## src/rtl/demux_route_ctrl.sv

```systemverilog
// Upstream routing control for the 1:16 demux: valid/ready intake,
// fixed-dwell registered route hold, and delivered/dropped status counters.
module demux_route_ctrl #(
    parameter int DWELL = 4,
    parameter int CNT_W = 8
) (
    input  logic             clk,
    input  logic             rst,
    input  logic             in_valid,
    output logic             in_ready,
    input  logic [3:0]       in_chan,
    input  logic             in_data,
    input  logic [15:0]      chan_en,
    output logic [3:0]       sel,
    output logic             din,
    output logic             route_active,
    output logic [CNT_W-1:0] deliv_cnt,
    output logic [CNT_W-1:0] drop_cnt
);

    typedef enum logic {
        IDLE,
        HOLD
    } state_t;

    localparam logic [7:0]       DWELL_LD = 8'(DWELL - 1);
    localparam logic [CNT_W-1:0] CNT_MAX  = '1;
    localparam logic [CNT_W-1:0] CNT_ONE  = CNT_W'(1);

    state_t             state, state_nxt;
    logic [7:0]         dwell, dwell_nxt;
    logic [3:0]         sel_nxt;
    logic               din_nxt;
    logic               act_nxt;
    logic [CNT_W-1:0]   deliv_nxt;
    logic [CNT_W-1:0]   drop_nxt;
    logic               xfer;
    logic               chan_ok;
    logic               load;

    // Ready is only a function of state, never of in_valid.
    assign in_ready = !rst && (state == IDLE || dwell == 8'd0);
    assign xfer     = in_valid && in_ready;
    assign chan_ok  = chan_en[in_chan];
    assign load     = xfer && chan_ok;

    always_comb begin
        state_nxt = state;
        dwell_nxt = dwell;
        sel_nxt   = sel;
        din_nxt   = din;
        act_nxt   = route_active;
        deliv_nxt = deliv_cnt;
        drop_nxt  = drop_cnt;

        if (load) begin
            sel_nxt   = in_chan;
            din_nxt   = in_data;
            act_nxt   = 1'b1;
            dwell_nxt = DWELL_LD;
            state_nxt = HOLD;
        end else if (state == HOLD) begin
            if (dwell != 8'd0) begin
                dwell_nxt = dwell - 8'd1;
            end else begin
                din_nxt   = 1'b0;
                act_nxt   = 1'b0;
                state_nxt = IDLE;
            end
        end

        if (load && deliv_cnt != CNT_MAX) begin
            deliv_nxt = deliv_cnt + CNT_ONE;
        end
        if (xfer && !chan_ok && drop_cnt != CNT_MAX) begin
            drop_nxt = drop_cnt + CNT_ONE;
        end
    end

    always_ff @(posedge clk) begin
        if (rst) begin
            state        <= IDLE;
            dwell        <= 8'd0;
            sel          <= 4'd0;
            din          <= 1'b0;
            route_active <= 1'b0;
            deliv_cnt    <= '0;
            drop_cnt     <= '0;
        end else begin
            state        <= state_nxt;
            dwell        <= dwell_nxt;
            sel          <= sel_nxt;
            din          <= din_nxt;
            route_active <= act_nxt;
            deliv_cnt    <= deliv_nxt;
            drop_cnt     <= drop_nxt;
        end
    end

endmodule

```

## config.mk

```make
export PLATFORM = sky130hd
export DESIGN_NAME = demux_route_ctrl
export DESIGN_NICKNAME = d
export VERILOG_FILES = /design/src/rtl/demux_route_ctrl.sv
export SDC_FILE = /design/constraint.sdc
export NUM_CORES = 1
export LEC_CHECK = 0
export ABC_CLOCK_PERIOD_IN_PS = 2700
export CELL_PAD_IN_SITES_DETAIL_PLACEMENT = 1
export CELL_PAD_IN_SITES_GLOBAL_PLACEMENT = 2
export CORE_MARGIN = 2
export CORE_UTILIZATION = 25
export DETAILED_ROUTE_END_ITERATION = 16
export PLACE_DENSITY = 0.81
export SLEW_MARGIN = 20
export SYNTH_ARGS = -nofsm -noshare
export SYNTH_HDL_FRONTEND = slang
export SYNTH_SLANG_ARGS = --single-unit
```

## constraint.sdc

```tcl
create_clock -name clk -period 2.7 [get_ports clk]
set_input_delay 0.405 -clock clk [delete_from_list [all_inputs] [get_ports clk]]
set_output_delay 0.405 -clock clk [all_outputs]
set_load 0.01 [all_outputs]
```

-- Yosys cells after proc, flatten, opt, wreduce, memory -nomap -nowiden
Cells that the tools add are included.
- bits in latches: 0
- memories kept: 0
- logic and storage cells: 45
- flip-flop bits (word level): 31
- input port bits: 24
- output and inout port bits: 23
- memory bits (read-only): 0
- memory bits (writable): 0
- equal/unequal tests: 3
- $lt $le $gt $ge: 1
- mux-type cells: 12
- div/mod/pow operators: 0
- $add $sub $neg: 3
- reduce and logical (&&, ||, !) cells: 17
- shift-type cells: 0
- bitwise gates (word level): 1
- $mul: 0
- operator list (kind ; number):
    $add 8x1->8 const B ; 2
    $ne 8x8->1 const B ; 2
    $logic_not 8->1 ; 1
    $mux 1 ; 8
    $reduce_bool 8->1 ; 1
    $sub 8x1->8 const B ; 1
    $logic_and 1x1->1 ; 6
    $mux 2 ; 3
    $reduce_and 2->1 ; 3
    $lt 4x5->1 const B ; 1
    $bmux 1 s4 ; 1
    $reduce_bool 2->1 ; 2
    $logic_not 1->1 ; 2
    $ne 2x2->1 const B ; 1
    $reduce_or 2->1 ; 1
    $logic_or 1x1->1 ; 1
    $not 1->1 ; 1

-- Logic depth before layout (Yosys ltp)
Gate-level depths: netlist of the first run.
- depth after elaboration: 7
- mapped depth: 9
- depth with buffers taken out: 7

-- Least setup slack after synthesis of the first run
No wires, ideal clock.
- path kind: input to register
- from: input port in_chan[1]
- to: register drop_cnt[4]
- path slack: 0.060 ns
- arrival: 2.570 ns
- library setup time: 0.070 ns
- stages on the path: 6
- path buffers: 1
- required time: 2.630 ns
- cells stage by stage: buf_6 > mux4_2 > mux4_2 > or4_4 > or3_1 > a21oi_1
- cells in the longest elaborated chain, start to end: 5
- ends and longest elaborated chain (what ; RTL line ; source):
    from (decl) ; 11 ; input logic [3:0] in_chan,
    $bmux 1 s4 ; 44 ; assign chan_ok = chan_en[in_chan];
    $mux 1 (not written as such) ; 44 ;
    $logic_not 1->1 ; 75 ; if (xfer && !chan_ok && drop_cnt != CNT_MAX) begin
    $logic_and 1x1->1 (2 in a row) ; 75 ;
    to (signal assigned) ; 96 ; drop_cnt <= drop_nxt;
    to (decl) ; 18 ; output logic [CNT_W-1:0] drop_cnt
Every way passes these cells. The select of a mux whose other input is x is not followed.
A chain may end at the register's enable or synchronous reset.

-- Worst setup path in the final report of the first run
- from: input port chan_en[15]
- to: register drop_cnt[4]
- cells in the longest elaborated chain, start to end: 5
- ends and longest elaborated chain (what ; RTL line ; source):
    from (decl) ; 13 ; input logic [15:0] chan_en,
    $bmux 1 s4 ; 44 ;
    $mux 1 (not written as such) ; 44 ;
    $logic_not 1->1 ; 75 ;
    $logic_and 1x1->1 (2 in a row) ; 75 ;
Every way passes these cells. The select of a mux whose other input is x is not followed.

==> flow_summary.toml, run 1 <==
[global_routing]
grt_use_met2_pct = 21.24
grt_pass1_vias = 1642
use_met3_pct = 3.660
antenna_found_initial = 0
grt_pass1_wl_um = 7590
grt_max_degree = 37
grtUsageMet1_pct = 17.09
grt-busiest-layer = "met2"
gr-usage-all-layers_pct = 13.10
gr-total-overflow = 0

[setup_path]
cp_data_arrival_time_ps = 2820
criticalPathCategory = "in2reg"
cp-start-kind = "input pin"
r2r_cells = 7
r2r-end = "drop_cnt[4]"
timing.rr.start = "dwell[0]"
cp.required_ps = 2910
path_max_fanout = 2
reg2reg_slack_ps = 380
end_kind = "register"

[final_layout]
diodes = 0
area_delta_synth_final_pct = 46.55
multiInputGateArea_sq_um = 913.4
drive_above_1_share_pct = 12.39
nFillCells = 739
nets = 261
finish.utilization_pct = 37.43
layout.area.seq_sq_um = 620.6

[yosys]
ys_seq_area_share_pct = 38.93
yosys_warnings = 0
yosys.area_share.adder_pct = 3.140
synthesis.nets = 205
synthMuxAreaShare_pct = 11.07
ys_async_sr_fraction_pct = 0
postSynthAreaPerCell_sq_um = 9.006
syn-instance-count = 177
netlist_area_sq_mm = 0.001594
synth-simple-area-share_pct = 27.71
synth_edf_count = 0
ys_types = 39
synth-compound-area-share_pct = 10.44
yosys_most_used_dff = "dfxtp_1"
synth-seq-cells = 31
synth_top_family_by_area = "simple AND/OR/NAND/NOR gates"
synth_xor_area_share_pct = 4.945

[drt]
drc = 0
wl_per_cell_um = 13.71
drt_iter0_markers = 55
wl_um = 4265
drt_pass1_iterations = 4
ant_nets = 0
post_drt_via_cell_ratio = 4.904
vias = 1525

[floorplanning]
pin_count = 47
dieHeight_um = 83.85
core_area_sq_mm = 0.006241
core.rowCount = 29
start_util_pct = 25.54
die_x_um = 83.85
die_area_sq_mm = 0.007031

[power]
ir_drop_mv = 0.2025
power_mw = 1.252
p_leak_nw = 0.8546
powerDensity_mw_per_mm2 = 536.1

[clock_tree]
cts_tree = "yes"
postCtsSetupBuffers = 0
htree_levels = 2
numCtsBuffers = 5
clkTransAtPathRegs_ps = 70
cts_sinks = 31
cts_root_buf = "clkbuf_8"
cts_buffer_depth = 2
worstSkewPairLatency_ps = 280

[place]
pre_cts_ws_ps = -522.7
port_buffers = 46
dp_hpwl_um = 3202
gp_congestion = 0.7165

[status]
status = "completed"

[hold_path]
hold_path_class = "reg2reg"
hold_end = "route_active"
min_from = "route_active"
hold_depth = 2

[sta]
period_needed_ps = 2607
max_slew_margin_pct = 71.99
rsz0062_at_grt = "false"
timing.fmax_ghz = 0.3836
final.setup.worst_slack_ps = 93.12
clock_skew_ps = 7.777
setup_violations = 0
worst_pin_slew_ps = 420.2
drv_slew = 0
finalHoldViolations = 0
period_share_pct = 96.55

[flow_run]
drv_cap = 0
[cell type report]
class                      instances  share of cell area, %
multi-input combinational        132                  39.10
sequential                        31                  26.57
timing repair buffer              57                  24.21
tap                               77                  4.124
clock buffer                       6                  3.535
clock inverter                     2                  1.500
inverter                           6                 0.9641
[cells by family (layout without fill, tap and decap cells)]
logic type,Yosys count,count (layout)
adders and majority gates,4,4
xor gates and xnor gates,9,9
buffers and inverters,14,71
and+or+nand+nor,80,80
AOI/OAI and AO/OA,28,28
muxes,11,11
DFF,31,31
[sequential cells by signal, indices dropped and copies added (netlist names)]
| signal | count |
|---|---|
| state | 1 |
| deliv_cnt | 8 |
| route_active | 1 |
| drop_cnt | 8 |
| din | 1 |
| sel | 4 |
| dwell | 8 |
[cells in the final DEF, fill, tap and decap left out, types with 4 or more instances in the layout]
cell type | netlist | final
and3_1 | 4 | 4
xor2_1 | 6 | 6
nor3_1 | 8 | 8
nor2_1 | 12 | 12
dfxtp_1 | 31 | 31
a21oi_1 | 14 | 14
inv_1 | 6 | 6
buf_4 | 0 | 9
clkbuf_8 | 0 | 6
clkdlybuf4s50_1 | 0 | 44
nand3_1 | 10 | 10
mux4_2 | 5 | 5
nand4_1 | 6 | 6
ha_1 | 4 | 4
nand2_1 | 21 | 21
[layer usage]
layer	wire length, um	up-vias
met1	2139	731
met4	22	0
met2	1917	34
li1	-	758
met3	186	2
met5	0	-
[Yosys cell counts, types with 2 or more instances]
master	number	share of area, %
dfxtp_1	31	39
nand2_1	21	4.9
a21oi_1	14	4.4
nor2_1	12	2.8
nand3_1	10	3.1
nor3_1	8	2.5
clkbuf_1	7	1.6
inv_1	6	1.4
nand4_1	6	2.4
xor2_1	6	3.3
mux4_2	5	7.1
and3_1	4	1.6
ha_1	4	3.1
and4_1	3	1.6
mux2i_1	3	1.9
nor2b_1	3	1.2
o21ai_0	3	0.94
xnor2_1	3	1.6
a211oi_1	2	0.94
mux2_1	2	1.4
nand4b_1	2	1.1
nor4bb_1	2	1.3
o21ai_1	2	0.63
or3_1	2	0.78
or4_1	2	0.94
[stage by stage]
step                      setup TNS [ps]  area (sq um)  hold slack [ps]  cells
after floorplan                        0          1594            480.5    177
after global placement             -6465          2221            445.1    303
after detailed placement           -7812          2221            449.9    303
after CTS                              0          2337            459.1    311
after global routing                   0          2336            485.1    311
final                                  0          2336            457.8    311
[how the worst max path moves through the flow]
stage                      startpoint           to  slack (ps)  depth (start not counted)
final                     chan_en[15]  drop_cnt[4]          90                          6
after global routing      chan_en[15]  drop_cnt[4]          30                          6
after CTS                  in_chan[1]  drop_cnt[4]          50                          6
after detailed placement   in_chan[1]  drop_cnt[4]        -520                          6
after global placement     in_chan[1]  drop_cnt[4]        -470                          6
after floorplan            in_chan[1]  drop_cnt[4]          60                          6
[critical path, stage by stage]
cell and delay, ps:
clkdlybuf4s50_1 400, mux4_2 480, mux4_2 510, or4_4 530, or3_1 350, a21oi_1 140
[what timing repair did]
| action | 4_1_cts | 5_1_grt |
|---|---|---|
| gates resized for setup | 1 | 3 |
| hold buffers | 0 | 0 |
| setup endpoints to repair | 10 | 3 |
[power by group]
part | internal (mW) | total [mW] | switching, mW
Combinational | 0.147 | 0.271 | 0.124
Sequential | 0.482 | 0.505 | 0.0226
Clock | 0.299 | 0.477 | 0.178
Total | 0.928 | 1.25 | 0.325
No activity file was read; power rests on OpenSTA's default activity.
==> run 2, diff against run 1 <==
Settings changed: ABC_AREA set to 1, CORE_UTILIZATION 25 to 24.
==> flow_summary.toml, run 2 <==
[drt]
drt_iter0_markers = 26
post_drt_via_cell_ratio = 4.404
drt_pass1_iterations = 4
drc = 0
vias = 1713
wl_um = 4772
ant_nets = 0
wl_per_cell_um = 12.27

[yosys]
synth_edf_count = 0
netlist_area_sq_mm = 0.001773
yosys.area.top_type = "dfxtp_1"
yosys_most_used_dff = "dfxtp_1"
ys_async_sr_fraction_pct = 0
synth_top_family_by_area = "simple AND/OR/NAND/NOR gates"
synth-simple-area-share_pct = 38.46
ys_types = 28
ys_seq_area_share_pct = 35.00
synthTopCellsByCount = "48 x nand2_1, 31 x dfxtp_1, 31 x nor2_1, 27 x nand3_1, 21 x a21oi_1"
synth_xor_area_share_pct = 7.410
yosysMostFrequentCell = "nand2_1"
synth-compound-area-share_pct = 7.975
postSynthAreaPerCell_sq_um = 7.387
yosys-top-cells-area = "dfxtp_1 35%, nand2_1 10%, nand3_1 7.6%"
synthMuxAreaShare_pct = 0
synth-seq-cells = 31
yosys.area_share.adder_pct = 2.823
syn-instance-count = 240
synthesis.nets = 268
synth_top_cell_area_share_pct = 35.00
yosys_warnings = 0

[power]
p_comb_share_pct = 16.5
p_sw_mw = 0.2969
p_leak_nw = 0.9624
ir_drop_mv = 0.2456
p_sw_share_pct = 25.66
clockPowerShare_pct = 41.4
power_mw = 1.157
p_int_mw = 0.8605
p_seq_share_pct = 42.1
powerDensity_mw_per_mm2 = 475.1

[global_routing]
grt_pass1_vias = 1753
grt_pass1_wl_um = 8376
gr-total-overflow = 0
gr-usage-all-layers_pct = 12.81
grt_max_degree = 18
antenna_found_initial = 0

[clock_tree]
htree_levels = 2
cts_sinks = 31
numCtsBuffers = 5
cts_root_buf = "clkbuf_8"
cts_hold_buf = 0
postCtsSetupBuffers = 0
cts_tree = "yes"
cts_buffer_depth = 2
post_cts_resized = 0
worstSkewPairLatency_ps = 290
clkTransAtPathRegs_ps = 70

[setup_path]
cp.required_ps = 2300
end_kind = "output port"
criticalPathCategory = "reg2out"
r2r_cells = 9
reg2reg_slack_ps = 700
timing.rr.start = "dwell[0]"
crit_start = "dwell[0]"
r2r-end = "dwell[7]"
path_max_fanout = 9
cp_data_arrival_time_ps = 2020
cp-start-kind = "register"

[status]
status = "completed"

[sta]
drv_slew = 0
rsz0062_at_grt = "false"
final.setup.worst_slack_ps = 270.5
period_share_pct = 89.98
clock_skew_ps = 8.434
whs_ps = 483.5
worst_pin_slew_ps = 406.7
finalHoldViolations = 0
setup_violations = 0
max_slew_margin_pct = 72.81
period_needed_ps = 2430
fin_setup_tns_ps = 0
timing.fmax_ghz = 0.4116

[hold_path]
hold_path_class = "reg2reg"
hold_end = "route_active"
min_from = "route_active"
hold_depth = 2

[final_layout]
final_common_cell = "nand2_1"
diodes = 0
nets = 317
final_cell_mix = "48 x nand2_1, 46 x clkdlybuf4s50_1, 31 x nor2_1, 31 x dfxtp_1, 27 x nand3_1"
drive_above_1_share_pct = 10.00
stdcell_count = 389
finish.utilization_pct = 33.77
top_regs = "deliv_cnt (8), drop_cnt (8), dwell (8)"
fin_area_sq_mm = 0.002436
area_delta_synth_final_pct = 37.40

[floorplanning]
core.rowCount = 31
die_area_sq_mm = 0.008091
core_area_sq_mm = 0.007214
die_x_um = 89.95
dieHeight_um = 89.95
pin_count = 47
start_util_pct = 24.58

[place]
pre_cts_ws_ps = 299.2
place_inst = 381
gp_congestion = 0.7074
place_area_sq_mm = 0.002318
port_buffers = 46
dp_hpwl_um = 3653

[flow_run]
drv_cap = 0
## run 2: worst max-delay path, stage by stage (launching register included)
cell	delay [ps]
dfxtp_1	320
inv_1	100
ha_1	210
nand3_2	100
o21ai_4	280
nand2_1	130
inv_1	70
clkdlybuf4s50_1	530
## run 2: routing by layer
metal / GRT usage, % / share of wire (%) / vias up
met5: 0 / 0 / -
met4: 4.615 / 1.1 / 0
met3: 3.269 / 3.1 / 4
met1: 15.85 / 48 / 806
met2: 21.59 / 48 / 24
li1: - / - / 879
## run 2: power groups by stage
stage / logic [mW] / clock network [mW] / registers [mW]
2_1_floorplan: 0.111 / 0 / 0.500
6_report: 0.191 / 0.479 / 0.487
4_1_cts: 0.195 / 0.502 / 0.487
3_5_place_dp: 0.194 / 0 / 0.498
5_1_grt: 0.213 / 0.521 / 0.490
3_3_place_gp: 0.191 / 0 / 0.498
## run 2: worst max-delay path by stage
stage          depth (start not counted)  slack (ps)            to
2_1_floorplan                          9        1110  deliv_cnt[1]
3_3_place_gp                           9         300  deliv_cnt[3]
3_5_place_dp                          10         300  deliv_cnt[1]
4_1_cts                                7         240      in_ready
5_1_grt                                7         100      in_ready
6_report                               7         270      in_ready
## run 2: layout make-up
cell class	instances	area, sq um
Tap cell	99	123.9
Inverter	23	93.84
Clock buffer	6	82.58
Sequential cell	31	620.6
Timing Repair Buffer	48	475.5
Clock inverter	2	35.03
Fill cell	920	4778
Multi-Input combinational cell	180	1005
## run 2: kinds of logic (layout without fill, tap and decap cells)
| kind of cell | count (synthesis) | after routing |
|---|---|---|
| AND/OR/NAND/NOR | 135 | 135 |
| flip-flops | 31 | 31 |
| buffers and inverters | 29 | 79 |
| AO/OA/AOI/OAI | 26 | 26 |
| XOR/XNOR | 15 | 15 |
| adder cells (fa/ha/maj) | 4 | 4 |
